**config.mk**
```make
export PLATFORM = sky130hd
export DESIGN_NAME = acc_cmd_arbiter
export DESIGN_NICKNAME = d
export VERILOG_FILES = /design/src/rtl/acc_pkg.sv /design/src/rtl/acc_tag_fifo.sv /design/src/rtl/acc_cmd_arbiter.sv
export SDC_FILE = /design/constraint.sdc
export NUM_CORES = 1
export LEC_CHECK = 0
export BUFFER_PORTS_ARGS = -buffer_cell sky130_fd_sc_hd__buf_2
export CAP_MARGIN = 30
export CORE_AREA = 3 3 245 247
export CTS_BUF_LIST = sky130_fd_sc_hd__clkbuf_16
export DETAILED_ROUTE_END_ITERATION = 8
export DIE_AREA = 0 0 248 250
export SLEW_MARGIN = 20
export SYNTH_ARGS = -nofsm -noshare
export SYNTH_HDL_FRONTEND = slang
export SYNTH_SLANG_ARGS = --single-unit
```
**constraint.sdc**
```tcl
create_clock -name clk_i -period 9.7 [get_ports clk_i]
set_input_delay 0.485 -clock clk_i [delete_from_list [all_inputs] [get_ports clk_i]]
set_output_delay 0.485 -clock clk_i [all_outputs]
set_load 0.02 [all_outputs]
```
**src/rtl/acc_pkg.sv**
```systemverilog
// Shared types and constants for the accelerator command arbiter.
//   data_t     : rs1/rs2/response data word
//   instr_t    : accelerator command instruction
//   reg_addr_t : destination register address (rd)
//   req_id_t   : requester index carried in the tag FIFO
//   XD_BIT     : instruction bit that marks a command expecting a response
package acc_pkg;

    localparam int unsigned ACC_DATA_W      = 64;
    localparam int unsigned ACC_INSTR_W     = 32;
    localparam int unsigned ACC_REG_ADDR_W  = 5;
    localparam int unsigned ACC_NUM_REQ     = 2;

    // A command writes rd (and so returns a response) when this bit is set.
    localparam int unsigned XD_BIT = 14;

    typedef logic [ACC_DATA_W-1:0]             data_t;
    typedef logic [ACC_INSTR_W-1:0]            instr_t;
    typedef logic [ACC_REG_ADDR_W-1:0]         reg_addr_t;
    typedef logic [$clog2(ACC_NUM_REQ)-1:0]    req_id_t;

endpackage

```
**src/rtl/acc_tag_fifo.sv**
```systemverilog
// In-order FIFO of requester IDs, one entry per outstanding response.
// Ports:
//   clk_i, rst_i   : clock, asynchronous active-high reset
//   push_i, push_data_i : enqueue a requester ID (ignored when full)
//   pop_i          : dequeue the head (ignored when empty)
//   head_o         : ID at the head of the queue
//   full_o, empty_o, count_o : occupancy status
module acc_tag_fifo import acc_pkg::*; #(
    parameter int unsigned DEPTH = 4,
    parameter int unsigned W     = 1
) (
    input  logic                       clk_i,
    input  logic                       rst_i,
    input  logic                       push_i,
    input  logic [W-1:0]               push_data_i,
    input  logic                       pop_i,
    output logic [W-1:0]               head_o,
    output logic                       full_o,
    output logic                       empty_o,
    output logic [$clog2(DEPTH):0]     count_o
);

    localparam int unsigned PTR_W = $clog2(DEPTH);
    localparam int unsigned CNT_W = PTR_W + 1;

    logic [W-1:0]     mem [DEPTH];
    logic [PTR_W-1:0] wr_ptr;
    logic [PTR_W-1:0] rd_ptr;
    logic [CNT_W-1:0] count;
    logic             push_eff;
    logic             pop_eff;

    assign full_o   = (count == CNT_W'(DEPTH));
    assign empty_o  = (count == '0);
    assign count_o  = count;
    assign head_o   = mem[rd_ptr];
    assign push_eff = push_i && !full_o;
    assign pop_eff  = pop_i && !empty_o;

    // DEPTH is a power of two, so the pointers wrap by natural overflow.
    always_ff @(posedge clk_i or posedge rst_i) begin
        if (rst_i) begin
            wr_ptr <= '0;
            rd_ptr <= '0;
            count  <= '0;
        end else begin
            if (push_eff) wr_ptr <= wr_ptr + PTR_W'(1);
            if (pop_eff)  rd_ptr <= rd_ptr + PTR_W'(1);
            case ({push_eff, pop_eff})
                2'b10:   count <= count + CNT_W'(1);
                2'b01:   count <= count - CNT_W'(1);
                default: count <= count;
            endcase
        end
    end

    always_ff @(posedge clk_i) begin
        if (push_eff) mem[wr_ptr] <= push_data_i;
    end

endmodule

```
**src/rtl/acc_cmd_arbiter.sv**
```systemverilog
// Shares one accelerator among NumReq requesters.
// Commands are round-robin arbitrated into a registered accelerator command
// port; each command with xd set records its requester ID in an in-order tag
// FIFO, whose head steers the (combinational) response path back.
// Ports:
//   clk_i, rst_i                       : clock, asynchronous active-high reset
//   req_cmd_valid_i / req_cmd_ready_o  : per-requester command handshake
//   req_cmd_inst_i/rs1_i/rs2_i         : per-requester command payload
//   req_resp_valid_o / req_resp_ready_i: per-requester response handshake
//   req_resp_data_o, req_resp_rd_o     : response payload, broadcast
//   acc_cmd_*                          : accelerator command port (registered)
//   acc_resp_*                         : accelerator response port
//   outstanding_o                      : tag FIFO occupancy
//   busy_o                             : command pending or tags outstanding
//   spurious_resp_o                    : pulse after a response with no tag
module acc_cmd_arbiter import acc_pkg::*; #(
    parameter int unsigned NumReq             = 2,
    parameter int unsigned ACC_DATA_WIDTH     = 64,
    parameter int unsigned ACC_INSTR_WIDTH    = 32,
    parameter int unsigned ACC_REG_ADDR_WIDTH = 5,
    parameter int unsigned MaxOutstanding     = 4
) (
    input  logic                                        clk_i,
    input  logic                                        rst_i,
    input  logic [NumReq-1:0]                           req_cmd_valid_i,
    output logic [NumReq-1:0]                           req_cmd_ready_o,
    input  logic [NumReq-1:0][ACC_INSTR_WIDTH-1:0]      req_cmd_inst_i,
    input  logic [NumReq-1:0][ACC_DATA_WIDTH-1:0]       req_cmd_rs1_i,
    input  logic [NumReq-1:0][ACC_DATA_WIDTH-1:0]       req_cmd_rs2_i,
    output logic [NumReq-1:0]                           req_resp_valid_o,
    input  logic [NumReq-1:0]                           req_resp_ready_i,
    output logic [ACC_DATA_WIDTH-1:0]                   req_resp_data_o,
    output logic [ACC_REG_ADDR_WIDTH-1:0]               req_resp_rd_o,
    output logic                                        acc_cmd_valid_o,
    input  logic                                        acc_cmd_ready_i,
    output logic [ACC_INSTR_WIDTH-1:0]                  acc_cmd_inst_o,
    output logic [ACC_DATA_WIDTH-1:0]                   acc_cmd_rs1_o,
    output logic [ACC_DATA_WIDTH-1:0]                   acc_cmd_rs2_o,
    input  logic                                        acc_resp_valid_i,
    output logic                                        acc_resp_ready_o,
    input  logic [ACC_DATA_WIDTH-1:0]                   acc_resp_data_i,
    input  logic [ACC_REG_ADDR_WIDTH-1:0]               acc_resp_rd_i,
    output logic [$clog2(MaxOutstanding):0]             outstanding_o,
    output logic                                        busy_o,
    output logic                                        spurious_resp_o
);

    localparam int unsigned ID_W  = $clog2(NumReq);
    localparam int unsigned CNT_W = $clog2(MaxOutstanding) + 1;

    logic [ID_W-1:0]            rr;
    logic [NumReq-1:0]          elig;
    logic                       slot_free;
    logic                       grant_vld_p0;
    logic [ID_W-1:0]            grant_id_p0;
    logic [ID_W-1:0]            scan_id;
    logic                       grant_xd_p0;

    logic                       cmd_vld_p1;
    logic [ACC_INSTR_WIDTH-1:0] cmd_inst_p1;
    logic [ACC_DATA_WIDTH-1:0]  cmd_rs1_p1;
    logic [ACC_DATA_WIDTH-1:0]  cmd_rs2_p1;
    logic                       spurious_p1;

    logic                       tag_push;
    logic                       tag_pop;
    logic [ID_W-1:0]            tag_head;
    logic                       tag_full;
    logic                       tag_empty;
    logic [CNT_W-1:0]           tag_count;

    // ---- stage p0: eligibility and round-robin grant ----
    assign slot_free = !cmd_vld_p1 || acc_cmd_ready_i;

    // Eligibility is judged on the registered (pre-pop) occupancy, so a
    // response popping this cycle never opens room for an xd push this cycle.
    for (genvar k = 0; k < NumReq; k++) begin : g_elig
        assign elig[k] = req_cmd_valid_i[k] && slot_free &&
                         (!req_cmd_inst_i[k][XD_BIT] || !tag_full);
    end

    always_comb begin
        grant_vld_p0 = 1'b0;
        grant_id_p0  = '0;
        scan_id      = '0;
        for (int i = 0; i < int'(NumReq); i++) begin
            // Candidate index (rr + i) mod NumReq, without a modulo operator.
            if (int'(rr) + i >= int'(NumReq)) scan_id = ID_W'(int'(rr) + i - int'(NumReq));
            else                              scan_id = ID_W'(int'(rr) + i);
            if (!grant_vld_p0 && elig[scan_id]) begin
                grant_vld_p0 = 1'b1;
                grant_id_p0  = scan_id;
            end
        end
    end

    assign req_cmd_ready_o = grant_vld_p0 ? (NumReq'(1) << grant_id_p0) : '0;
    assign grant_xd_p0     = req_cmd_inst_i[grant_id_p0][XD_BIT];
    assign tag_push        = grant_vld_p0 && grant_xd_p0;

    always_ff @(posedge clk_i or posedge rst_i) begin
        if (rst_i) begin
            rr <= '0;
        end else if (grant_vld_p0) begin
            if (grant_id_p0 == ID_W'(NumReq - 1)) rr <= '0;
            else                                  rr <= grant_id_p0 + ID_W'(1);
        end
    end

    // ---- stage p1: registered accelerator command slot ----
    always_ff @(posedge clk_i or posedge rst_i) begin
        if (rst_i) begin
            cmd_vld_p1  <= 1'b0;
            cmd_inst_p1 <= '0;
            cmd_rs1_p1  <= '0;
            cmd_rs2_p1  <= '0;
        end else if (grant_vld_p0) begin
            cmd_vld_p1  <= 1'b1;
            cmd_inst_p1 <= req_cmd_inst_i[grant_id_p0];
            cmd_rs1_p1  <= req_cmd_rs1_i[grant_id_p0];
            cmd_rs2_p1  <= req_cmd_rs2_i[grant_id_p0];
        end else if (acc_cmd_ready_i) begin
            cmd_vld_p1  <= 1'b0;
        end
    end

    assign acc_cmd_valid_o = cmd_vld_p1;
    assign acc_cmd_inst_o  = cmd_inst_p1;
    assign acc_cmd_rs1_o   = cmd_rs1_p1;
    assign acc_cmd_rs2_o   = cmd_rs2_p1;

    // ---- response routing (combinational, steered by the FIFO head) ----
    always_comb begin
        req_resp_valid_o = '0;
        // With no tag outstanding the response is swallowed.
        acc_resp_ready_o = 1'b1;
        if (!tag_empty) begin
            req_resp_valid_o[tag_head] = acc_resp_valid_i;
            acc_resp_ready_o           = req_resp_ready_i[tag_head];
        end
    end

    assign req_resp_data_o = acc_resp_data_i;
    assign req_resp_rd_o   = acc_resp_rd_i;
    assign tag_pop         = acc_resp_valid_i && acc_resp_ready_o && !tag_empty;

    always_ff @(posedge clk_i or posedge rst_i) begin
        if (rst_i) spurious_p1 <= 1'b0;
        else       spurious_p1 <= acc_resp_valid_i && tag_empty;
    end

    acc_tag_fifo #(
        .DEPTH (MaxOutstanding),
        .W     (ID_W)
    ) u_tag_fifo (
        .clk_i       (clk_i),
        .rst_i       (rst_i),
        .push_i      (tag_push),
        .push_data_i (grant_id_p0),
        .pop_i       (tag_pop),
        .head_o      (tag_head),
        .full_o      (tag_full),
        .empty_o     (tag_empty),
        .count_o     (tag_count)
    );

    assign outstanding_o   = tag_count;
    assign busy_o          = cmd_vld_p1 || (tag_count != '0);
    assign spurious_resp_o = spurious_p1;

endmodule

```
# After elaboration in Yosys (flattened, before gate mapping)
# Memory sizes are Yosys's and may differ from the RTL's.
# Index checks and enable logic that the tools add are counted.
[totals] reg_bits=170 mem_bits_rw=4 inputBits=397 out_inout_bits=240 word_cells=85 memories=1
[memory_table] memory="u_tag_fifo.mem" words=4 width=1 rd=1 rd_ports_with_merged_regs=0 write_ports=1 line_no="acc_tag_fifo.sv:26" source="logic [W-1:0] mem [DEPTH];"
[op_classes] n_addsub=8 magnitude_cmp=7 eq_ne=3 shifts=1 mux=29 bitwise_logic=1 reduce_logical=26
[op_table] op="$mux W64" count=4
[op_table] op="$mux W32" count=2
[op_table] op="$mux W1" count=19
[op_table] op="$logic_and A1 B1 Y1" count=12
[op_table] op="$lt A1 B2 Y1 const B" count=4
[op_table] op="$logic_not A1 Y1" count=6
[op_table] op="$pmux W3 S2" count=1
[op_table] op="$add A2 B1 Y2 const B" count=2
[op_table] op="$logic_or A1 B1 Y1" count=4
[op_table] op="$mux W2" count=2
[op_table] op="$reduce_bool A2 Y1" count=2
[op_table] op="$add A3 B1 Y3 const B" count=1
[op_table] op="$eq A3 B3 Y1 const B" count=1
[op_table] op="$logic_not A3 Y1" count=1
[op_table] op="$reduce_bool A3 Y1" count=1
[op_table] op="$sub A3 B1 Y3 const B" count=1
[op_table] op="$add A1 B1 Y2 const B" count=1
[op_table] op="$and A2 B2 Y2" count=1
[op_table] op="$eq A2 B1 Y1 const B" count=1
[op_table] op="$eq A2 B2 Y1 const B" count=1
[op_table] op="$ge A1 B2 Y1 const B" count=1
[op_table] op="$ge A2 B2 Y1 const B" count=1
[op_table] op="$shl A1 B1 Y2 const A" count=1
[op_table] op="$sub A1 B1 Y1 const B" count=2
[op_table] op="3 further kinds" count=3

# Logic depth before layout (Yosys ltp)
# Gate-level depths: netlist (run 1).
[logic_depth] ltp_word=16 depth_mapped=10

# Cells and area by module
# A second synthesis (run 1) with hierarchy kept.
[unflattened] hier_cells=733 area_unflattened_um2=9527.9
[modules_own_cells] module="acc_cmd_arbiter" n_inst=1 cells_per_inst=689 area_per_inst_um2=8942.3
[modules_own_cells] module="acc_tag_fifo" n_inst=1 cells_per_inst=44 area_per_inst_um2=585.6

# Worst setup path before layout (run 1)
# OpenSTA, ideal clock, no wires.
[synth_timing] path_kind="in2out" start="input port acc_cmd_ready_i" end="output port req_cmd_ready_o[1]" arrival_ns=1.986 t_required_ns=9.215 path_slack_ns=7.229 path_stages=6 n_path_buf=3 cell_sequence="nand2b_1 o311a_1 buf_2 clkbuf_1 buf_2 a21boi_0"
[synth_via] elab_chain_cells=11
[synth_lines] element="start, declared" line_no="acc_cmd_arbiter.sv:35" source="input logic acc_cmd_ready_i,"
[synth_lines] element="$logic_or A1 B1 Y1 *" line_no="acc_cmd_arbiter.sv:73" source="assign slot_free = !cmd_vld_p1 || acc_cmd_ready_i;"
[synth_lines] element="$logic_and A1 B1 Y1 (2 in a row)" line_no="acc_cmd_arbiter.sv:78" source="assign elig[k] = req_cmd_valid_i[k] && slot_free &&"
[synth_lines] element="$mux W1 (implied by the code) (2 in a row)" line_no="acc_cmd_arbiter.sv:90" source="if (!grant_vld_p0 && elig[scan_id]) begin"
[synth_lines] element="$mux W1" line_no="acc_cmd_arbiter.sv:90"
[synth_lines] element="$logic_not A1 Y1" line_no="acc_cmd_arbiter.sv:90"
[synth_lines] element="$logic_and A1 B1 Y1" line_no="acc_cmd_arbiter.sv:90"
[synth_lines] element="$mux W1" line_no="acc_cmd_arbiter.sv:90"
[synth_lines] element="$shl A1 B1 Y2" line_no="acc_cmd_arbiter.sv:97" source="assign req_cmd_ready_o = grant_vld_p0 ? (NumReq'(1) << grant_id_p0) : '0;"
[synth_lines] element="$mux W2 *" line_no="acc_cmd_arbiter.sv:97"
[synth_lines] element="end, declared" line_no="acc_cmd_arbiter.sv:26" source="output logic [NumReq-1:0] req_cmd_ready_o,"
# Every way passes the cells marked *; elsewhere a longest branch is shown, timed or not. The select of a mux whose other input is x is not followed.

# Final worst setup path (run 1)
[layout_timing] start="register cmd_vld_p1 (netlist: acc_cmd_valid_o)" end="output port req_cmd_ready_o[0]"
[layout_via] elab_chain_cells=12
[layout_lines] element="start, declared" line_no="acc_cmd_arbiter.sv:59" source="logic cmd_vld_p1;"
[layout_lines] element="start signal, assigned" line_no="acc_cmd_arbiter.sv:113" source="cmd_vld_p1 <= 1'b0;"
[layout_lines] element="start signal, assigned" line_no="acc_cmd_arbiter.sv:118" source="cmd_vld_p1 <= 1'b1;"
[layout_lines] element="start signal, assigned" line_no="acc_cmd_arbiter.sv:123" source="cmd_vld_p1 <= 1'b0;"
[layout_lines] element="$logic_not A1 Y1 *" line_no="acc_cmd_arbiter.sv:73"
[layout_lines] element="$logic_or A1 B1 Y1 *" line_no="acc_cmd_arbiter.sv:73"
[layout_lines] element="$logic_and A1 B1 Y1 (2 in a row)" line_no="acc_cmd_arbiter.sv:78"
[layout_lines] element="$mux W1 (implied by the code) (2 in a row)" line_no="acc_cmd_arbiter.sv:90"
[layout_lines] element="$mux W1" line_no="acc_cmd_arbiter.sv:90"
[layout_lines] element="$logic_not A1 Y1" line_no="acc_cmd_arbiter.sv:90"
[layout_lines] element="$logic_and A1 B1 Y1" line_no="acc_cmd_arbiter.sv:90"
[layout_lines] element="$mux W1" line_no="acc_cmd_arbiter.sv:90"
[layout_lines] element="$shl A1 B1 Y2" line_no="acc_cmd_arbiter.sv:97"
[layout_lines] element="$mux W2 *" line_no="acc_cmd_arbiter.sv:97"
# Marked as above.

==> impl_metrics.ini, run 1 <==
[run_status]
status = complete, no violations

[layout]
fin_area_um2 = 11800
nets = 1486
fin_cells = 1861
drive_gt1_share_pct = 49.8
area_growth_pct = 38.6
layout_common_cells = buf_2 (498), dfrtp_1 (170), nor3b_1 (160), a221o_1 (159), clkbuf_16 (17)
fillCellCount = 6341
final_common_cell = buf_2

[sta]
rsz0062_at_grt = false
fin_crit_ns = 3.22
final_hold_viol_count = 0
finalSetupViolations = 0
min_period_over_period_pct = 33.2
maxSlewHeadroom_pct = 38.3
skew_ns = 0.0142
max_freq_mhz = 311
slew_viol_final = 0
whs_ns = 0.237
tightest_slew_ns = 0.926
fin_tns_setup_ns = 0

[floorplan]
die_h_um = 250
fp.coreArea_um2 = 57800
dieArea_um2 = 62000
io_pins = 637
die_w_um = 248
rows = 88
start_util_pct = 14.7

[place]
port_buffers = 498
placedCellCount = 1827
place_congestion = 0.845
place_area_um2 = 11200
place_hpwl_mm = 24.0

[clock_tree]
cts_sinks = 174
cts_tree = built
cts_root_buffer = clkbuf_16
clock_latency_ns = 0.47
cts_htree_levels = 4
clkTransAtPathRegs_ns = 0.07
clockBufferDepth = 2
cts-buffers-inserted = 17
post_cts_resize_count = 0

[pwr]
peakVddDrop_mv = 0.181
leakage_nw = 5.49
p_per_area_nw_per_um2 = 268

[synthesis]
syn-num-nets = 1096
synth-simple-area-share_pct = 15.4
synth_seq_cells = 174
syn_area_um2 = 8480
yosys-top-cells-area = dfrtp_1 (50%), a221o_1 (19%), nor3b_1 (14%)
synth-adder-area-share_pct = 0.974
yosysUniqueCellTypes = 32
yosysWarnings = 0
seq_area_frac_synth_pct = 51.6
synthXorXnorAreaFrac_pct = 0.516
synth.area.mux_share_pct = 0.959
synth_top_family_by_area = compound AO/OA/AOI/OAI gates
synth_top_area_cell = dfrtp_1
synth_top_area_share_pct = 50.2
synthesis.instances = 693
synth_compound_area_share_pct = 19.9
syn_avg_cell_area_um2 = 12.2

[route]
detail_route.drc_violations = 0
ant_nets = 0
drt_iter0_drc = 357
viasPerCell = 4.14
wl_per_cell_um = 17.0
dr_total_vias = 7712
drt-total-wl_mm = 31.6
dr.pass1.iters = 4

[global_routing]
grt_max_degree = 79
grt_pass1_vias = 7986
grt_pass1_wl_mm = 45.7
antenna_found_initial = 3
track_usage_pct = 9.72
overflow = 0

[setup_path]
critical_path.slowest_cell = buf_4
slowest_delay_ns = 0.67
crit_path_end_kind = primary output
cp_cell_sequence = nand2b_1 -> o311a_4 -> a21boi_4 -> buf_4 -> buf_2
worst-setup-path-type = register to primary output
critPathArrivalTime_ns = 2.73
critPathLaunchType = register
cp_max_fo = 77
crit_required_ns = 9.22

[run]
maxCapViolCount = 0

[hold_path]
min_path_type = input pin to register
kinds of logic (layout without fill, tap and decap cells):
group / Yosys count / count (layout)
compound gates: 170 / 170
mux: 8 / 8
fa+ha+maj: 6 / 6
buf+inv: 149 / 551
other cells: 0 / 1
flops: 174 / 174
simple gates: 181 / 181
xor+xnor: 5 / 5
stage by stage:
stage	worst slack [ns]	power (mW)	utilization, %
2_1_floorplan	4.61	2.02	-
3_3_place_gp	6.83	2.47	19.3
3_5_place_dp	6.80	2.50	19.3
4_1_cts	6.43	3.20	20.3
5_1_grt	6.27	3.34	20.3
6_report	6.48	3.15	20.3
power breakdown:
part	total (mW)	internal [mW]	switching (mW)	leakage [nW]
clock	0.672	0.351	0.321	0.266
sequential	1.14	0.979	0.160	2.12
combinational	1.34	0.539	0.798	3.11
area by class of cell:
cell class	instances	area, um^2	share of cell area, %
tap	765	957	8.14
clock buffer	17	425	3.62
timing repair buffer	510	2610	22.2
inverter	10	42.5	0.362
sequential	174	4370	37.2
multi-input combinational	370	3230	27.5
clock inverter	14	119	1.01
antenna	1	2.50	0.0213
layer usage:
| layer | part of all wire [%] | GRT usage [%] | routed length (um) |
|---|---|---|---|
| met5 | 0.070 | 0 | 22 |
| met4 | 4.5 | 5.87 | 1440 |
| met3 | 10 | 3.23 | 3160 |
| met2 | 48 | 16.6 | 15300 |
| met1 | 37 | 10.3 | 11700 |
critical path: cells and delay by family (launching register included):
kind	cells	cell delay [ns]
compound gates	2	0.66
buf+inv	2	0.97
flops	1	0.41
simple gates	1	0.21
cell usage after synthesis:
cell,count
and2_1,4
a21boi_2,2
o2111ai_1,1
a21boi_0,1
nand4_1,1
nor3b_1,160
a21o_1,1
mux2i_1,7
o21ai_0,2
xnor2_1,2
mux2_2,1
buf_2,40
clkbuf_4,2
clkbuf_1,13
ha_1,5
dfrtp_1,170
nand2_1,7
buf_1,5
buf_4,79
or3_1,1
xor2_1,3
nor2_1,5
fa_1,1
edfxtp_1,4
o311a_1,2
inv_1,10
o31ai_1,1
nor2b_1,1
nand2b_1,1
or2_2,1
a32oi_1,1
a221o_1,159
repair_timing:
item                                   in CTS  in global routing
endpoints found under the hold margin      40                  0
hold buffers                                1                  0
setup buffers                               0                  0
registers in the layout (all words and copies together), names as in the netlist:
signal,count
acc_cmd_valid_o,1
u_tag_fifo.count_o,3
u_tag_fifo.mem,4
rr,1
acc_cmd_rs1_o,64
u_tag_fifo.rd_ptr,2
acc_cmd_rs2_o,64
acc_cmd_inst_o,32
spurious_resp_o,1
u_tag_fifo.wr_ptr,2
path summary, 6_finish.rpt:
kind                                          from            endpoint  slack, ns  depth (start not counted)
max in group asynchronous                    rst_i   acc_cmd_rs2_o[41]       7.95                          4
worst max-delay path               acc_cmd_valid_o  req_cmd_ready_o[0]       6.48                          5
min in group asynchronous                    rst_i   acc_cmd_rs1_o[28]       0.57                          3
worst min register to register  acc_cmd_inst_o[14]  acc_cmd_inst_o[14]       0.49                          1
worst max register to register     acc_cmd_valid_o  acc_cmd_inst_o[27]       6.99                          5
worst min-delay path             req_cmd_rs2_i[76]   acc_cmd_rs2_o[12]       0.24                          2
Note: power is estimated with default switching activity, not from simulation.
==> run 2: changes to the inputs <==
--- a/config.mk
+++ b/config.mk
@@ -5,12 +5,13 @@
 export SDC_FILE = /design/constraint.sdc
 export NUM_CORES = 1
 export LEC_CHECK = 0
+export ABC_AREA = 1
 export BUFFER_PORTS_ARGS = -buffer_cell sky130_fd_sc_hd__buf_2
 export CAP_MARGIN = 30
-export CORE_AREA = 3 3 245 247
+export CORE_AREA = 3 3 246 248
 export CTS_BUF_LIST = sky130_fd_sc_hd__clkbuf_16
 export DETAILED_ROUTE_END_ITERATION = 8
-export DIE_AREA = 0 0 248 250
+export DIE_AREA = 0 0 249 251
 export SLEW_MARGIN = 20
 export SYNTH_ARGS = -nofsm -noshare
 export SYNTH_HDL_FRONTEND = slang
==> constraint.sdc (replaced) <==
create_clock -name clk_i -period 3.22 [get_ports clk_i]
set_input_delay 0.161 -clock clk_i [delete_from_list [all_inputs] [get_ports clk_i]]
set_output_delay 0.161 -clock clk_i [all_outputs]
set_load 0.02 [all_outputs]
==> impl_metrics.ini, run 2 <==
[layout]
final_common_cell = buf_2
area_growth_pct = 76.1
nets = 2173
fin_util_pct = 25.7
multiInputGateArea_um2 = 3090
fillCellCount = 6209
seq_area_um2 = 4370
fin_cells = 2557
layout_common_cells = buf_2 (498), nand2_1 (423), dlygate4sd3_1 (321), nand3_1 (248), dfrtp_1 (170)
drive_gt1_share_pct = 31.5

[clock_tree]
cts_tree = built
clkTransAtPathRegs_ns = 0.07
cts-buffers-inserted = 17
cts_sinks = 174
clock_latency_ns = 0.47
postCtsSetupRepairBufs = 0
cts_root_buffer = clkbuf_16
cts_htree_levels = 4
post_cts_resize_count = 0
clockBufferDepth = 2

[synthesis]
syn_area_um2 = 8560
synthesis.instances = 1035
synth_top_family_by_area = simple AND/OR/NAND/NOR gates
yosysWarnings = 0
seq_area_frac_synth_pct = 51.1
synth-adder-area-share_pct = 0.964
syn-num-nets = 1438
synth.area.mux_share_pct = 0
synth_edf_count = 4
synth_most_common_cell = nand2_1
synthArstFlopShare_pct = 97.7
yosys-top-cells-area = dfrtp_1 (50%), nand2_1 (19%), nand3_1 (14%)
synthTopCellsByCount = nand2_1 (423), nand3_1 (248), dfrtp_1 (170), buf_4 (71), buf_6 (27)
synth_top_area_cell = dfrtp_1
synth_top_flop_cell = dfrtp_1
synth_compound_area_share_pct = 0.409
synth-simple-area-share_pct = 34.4
synthXorXnorAreaFrac_pct = 0.307
synth_top_area_share_pct = 49.7
syn_avg_cell_area_um2 = 8.27
yosysUniqueCellTypes = 25
synth_seq_cells = 174

[sta]
slew_viol_final = 0
skew_ns = 0.0111
finalSetupViolations = 0
final_hold_viol_count = 0
min_period_over_period_pct = 90.3
rsz0062_at_grt = false
fin_crit_ns = 2.91
whs_ns = 0.0741
tightest_slew_ns = 0.830
max_freq_mhz = 344
fin_tns_setup_ns = 0
setup_ws_ns = 0.312
maxSlewHeadroom_pct = 44.5

[setup_path]
slowest_delay_ns = 0.55
critical_path.slowest_cell = buf_4
crit_path_end_kind = register
worst-setup-path-type = register to register
r2r-start = acc_cmd_valid_o
cp_cell_sequence = a21oi_1 -> nand3_1 -> nand2_4 -> buf_4 -> buf_4 -> nand3_1 -> nand3_1 -> dlygate4sd3_1
cp_max_fo = 54
critPathLaunchType = register
crit_required_ns = 3.63
r2r_slack_ns = 0.31
crit_top_cell = nand3_1
r2r_cells = 8
worstReg2RegEnd = acc_cmd_rs1_o[63]
critPathArrivalTime_ns = 3.32

[hold_path]
holdCritStartpoint = req_cmd_inst_i[14]
min_path_type = input pin to register
holdPathEnd = u_tag_fifo.wr_ptr[1]
hold_depth = 4

[route]
ant_nets = 0
viasPerCell = 3.88
wl_per_cell_um = 14.3
detail_route.drc_violations = 0
dr.pass1.iters = 5
drt-total-wl_mm = 36.5
dr_total_vias = 9911
drt_iter0_drc = 599

[floorplan]
dieArea_um2 = 62500
fp.coreArea_um2 = 58700
rows = 89
die_h_um = 251
die_w_um = 249
start_util_pct = 14.6
io_pins = 637

[place]
place_ws_ns = 0.856
place_congestion = 0.786
placedCellCount = 2203
place_hpwl_mm = 25.0
port_buffers = 498

[global_routing]
grt_max_degree = 87
antenna_found_initial = 1
grt_pass1_wl_mm = 56.2
grt_pass1_vias = 10500
overflow = 0
track_usage_pct = 11.6

[pwr]
leakage_nw = 7.66
p_per_area_nw_per_um2 = 750
peakVddDrop_mv = 0.391

[run_status]
status = complete, no violations

[run]
maxCapViolCount = 0
run 2: logic make-up after synthesis:
logic type | after synthesis
simple gates | 688
fa+ha+maj | 6
compound gates | 7
flops | 174
xor+xnor | 3
buf+inv | 157
run 2: power by group:
| part | switching [mW] | internal (mW) | total [mW] |
|---|---|---|---|
| clock | 0.982 | 1.03 | 2.01 |
| combinational | 3.20 | 2.54 | 5.74 |
| sequential | 0.503 | 3.06 | 3.56 |
| total | 4.68 | 6.63 | 11.3 |
run 2: area by class of cell:
class / count / share of cell area, %
Timing Repair Buffer: 844 / 39.7
Sequential cell: 174 / 29.0
Multi-Input combinational cell: 704 / 20.5
Tap cell: 773 / 6.41
Clock buffer: 18 / 2.99
Inverter: 29 / 0.813
Clock inverter: 14 / 0.622
Antenna cell: 1 / 0.0166
run 2: worst max path at each step:
stage | startpoint | to | slack [ns] | depth (start not counted)
after floorplan | u_tag_fifo.count_o[0] | u_tag_fifo.count_o[2] | 0.87 | 14
after global placement | acc_cmd_valid_o | acc_cmd_rs1_o[63] | 0.90 | 7
after detailed placement | acc_cmd_valid_o | acc_cmd_rs1_o[63] | 0.86 | 7
after CTS | acc_cmd_valid_o | acc_cmd_rs1_o[63] | 0.31 | 8
after global routing | acc_cmd_valid_o | acc_cmd_rs1_o[63] | 0.08 | 8
final | acc_cmd_valid_o | acc_cmd_rs1_o[63] | 0.31 | 8
run 2: worst max-delay path, delay by kind of cell (launching register included):
kind                   cells  cell delay [ns]
AO/OA/AOI/OAI              1             0.21
buffers and inverters      3             1.48
flip-flops                 1             0.41
AND/OR/NAND/NOR            4             0.71
run 2: through the flow:
step | total power, mW | cell area, um^2
after floorplan | 6.48 | 8570
after global placement | 8.00 | 11300
after detailed placement | 8.01 | 11300
after CTS | 11.4 | 15100
after global routing | 12.1 | 15100
final | 11.3 | 15100
run 2: routing by layer:
layer | track usage (%) | share of wire [%] | vias up
li1 | - | - | 4726
met1 | 12.2 | 38 | 4583
met2 | 19.3 | 47 | 511
met3 | 4.36 | 9.3 | 91
met4 | 7.64 | 6.1 | 0
met5 | 0 | 0 | -
run 2: what timing repair did:
item,CTS,global route
setup endpoints to repair,0,0
hold buffers,321,0
endpoints found under the hold margin,185,0
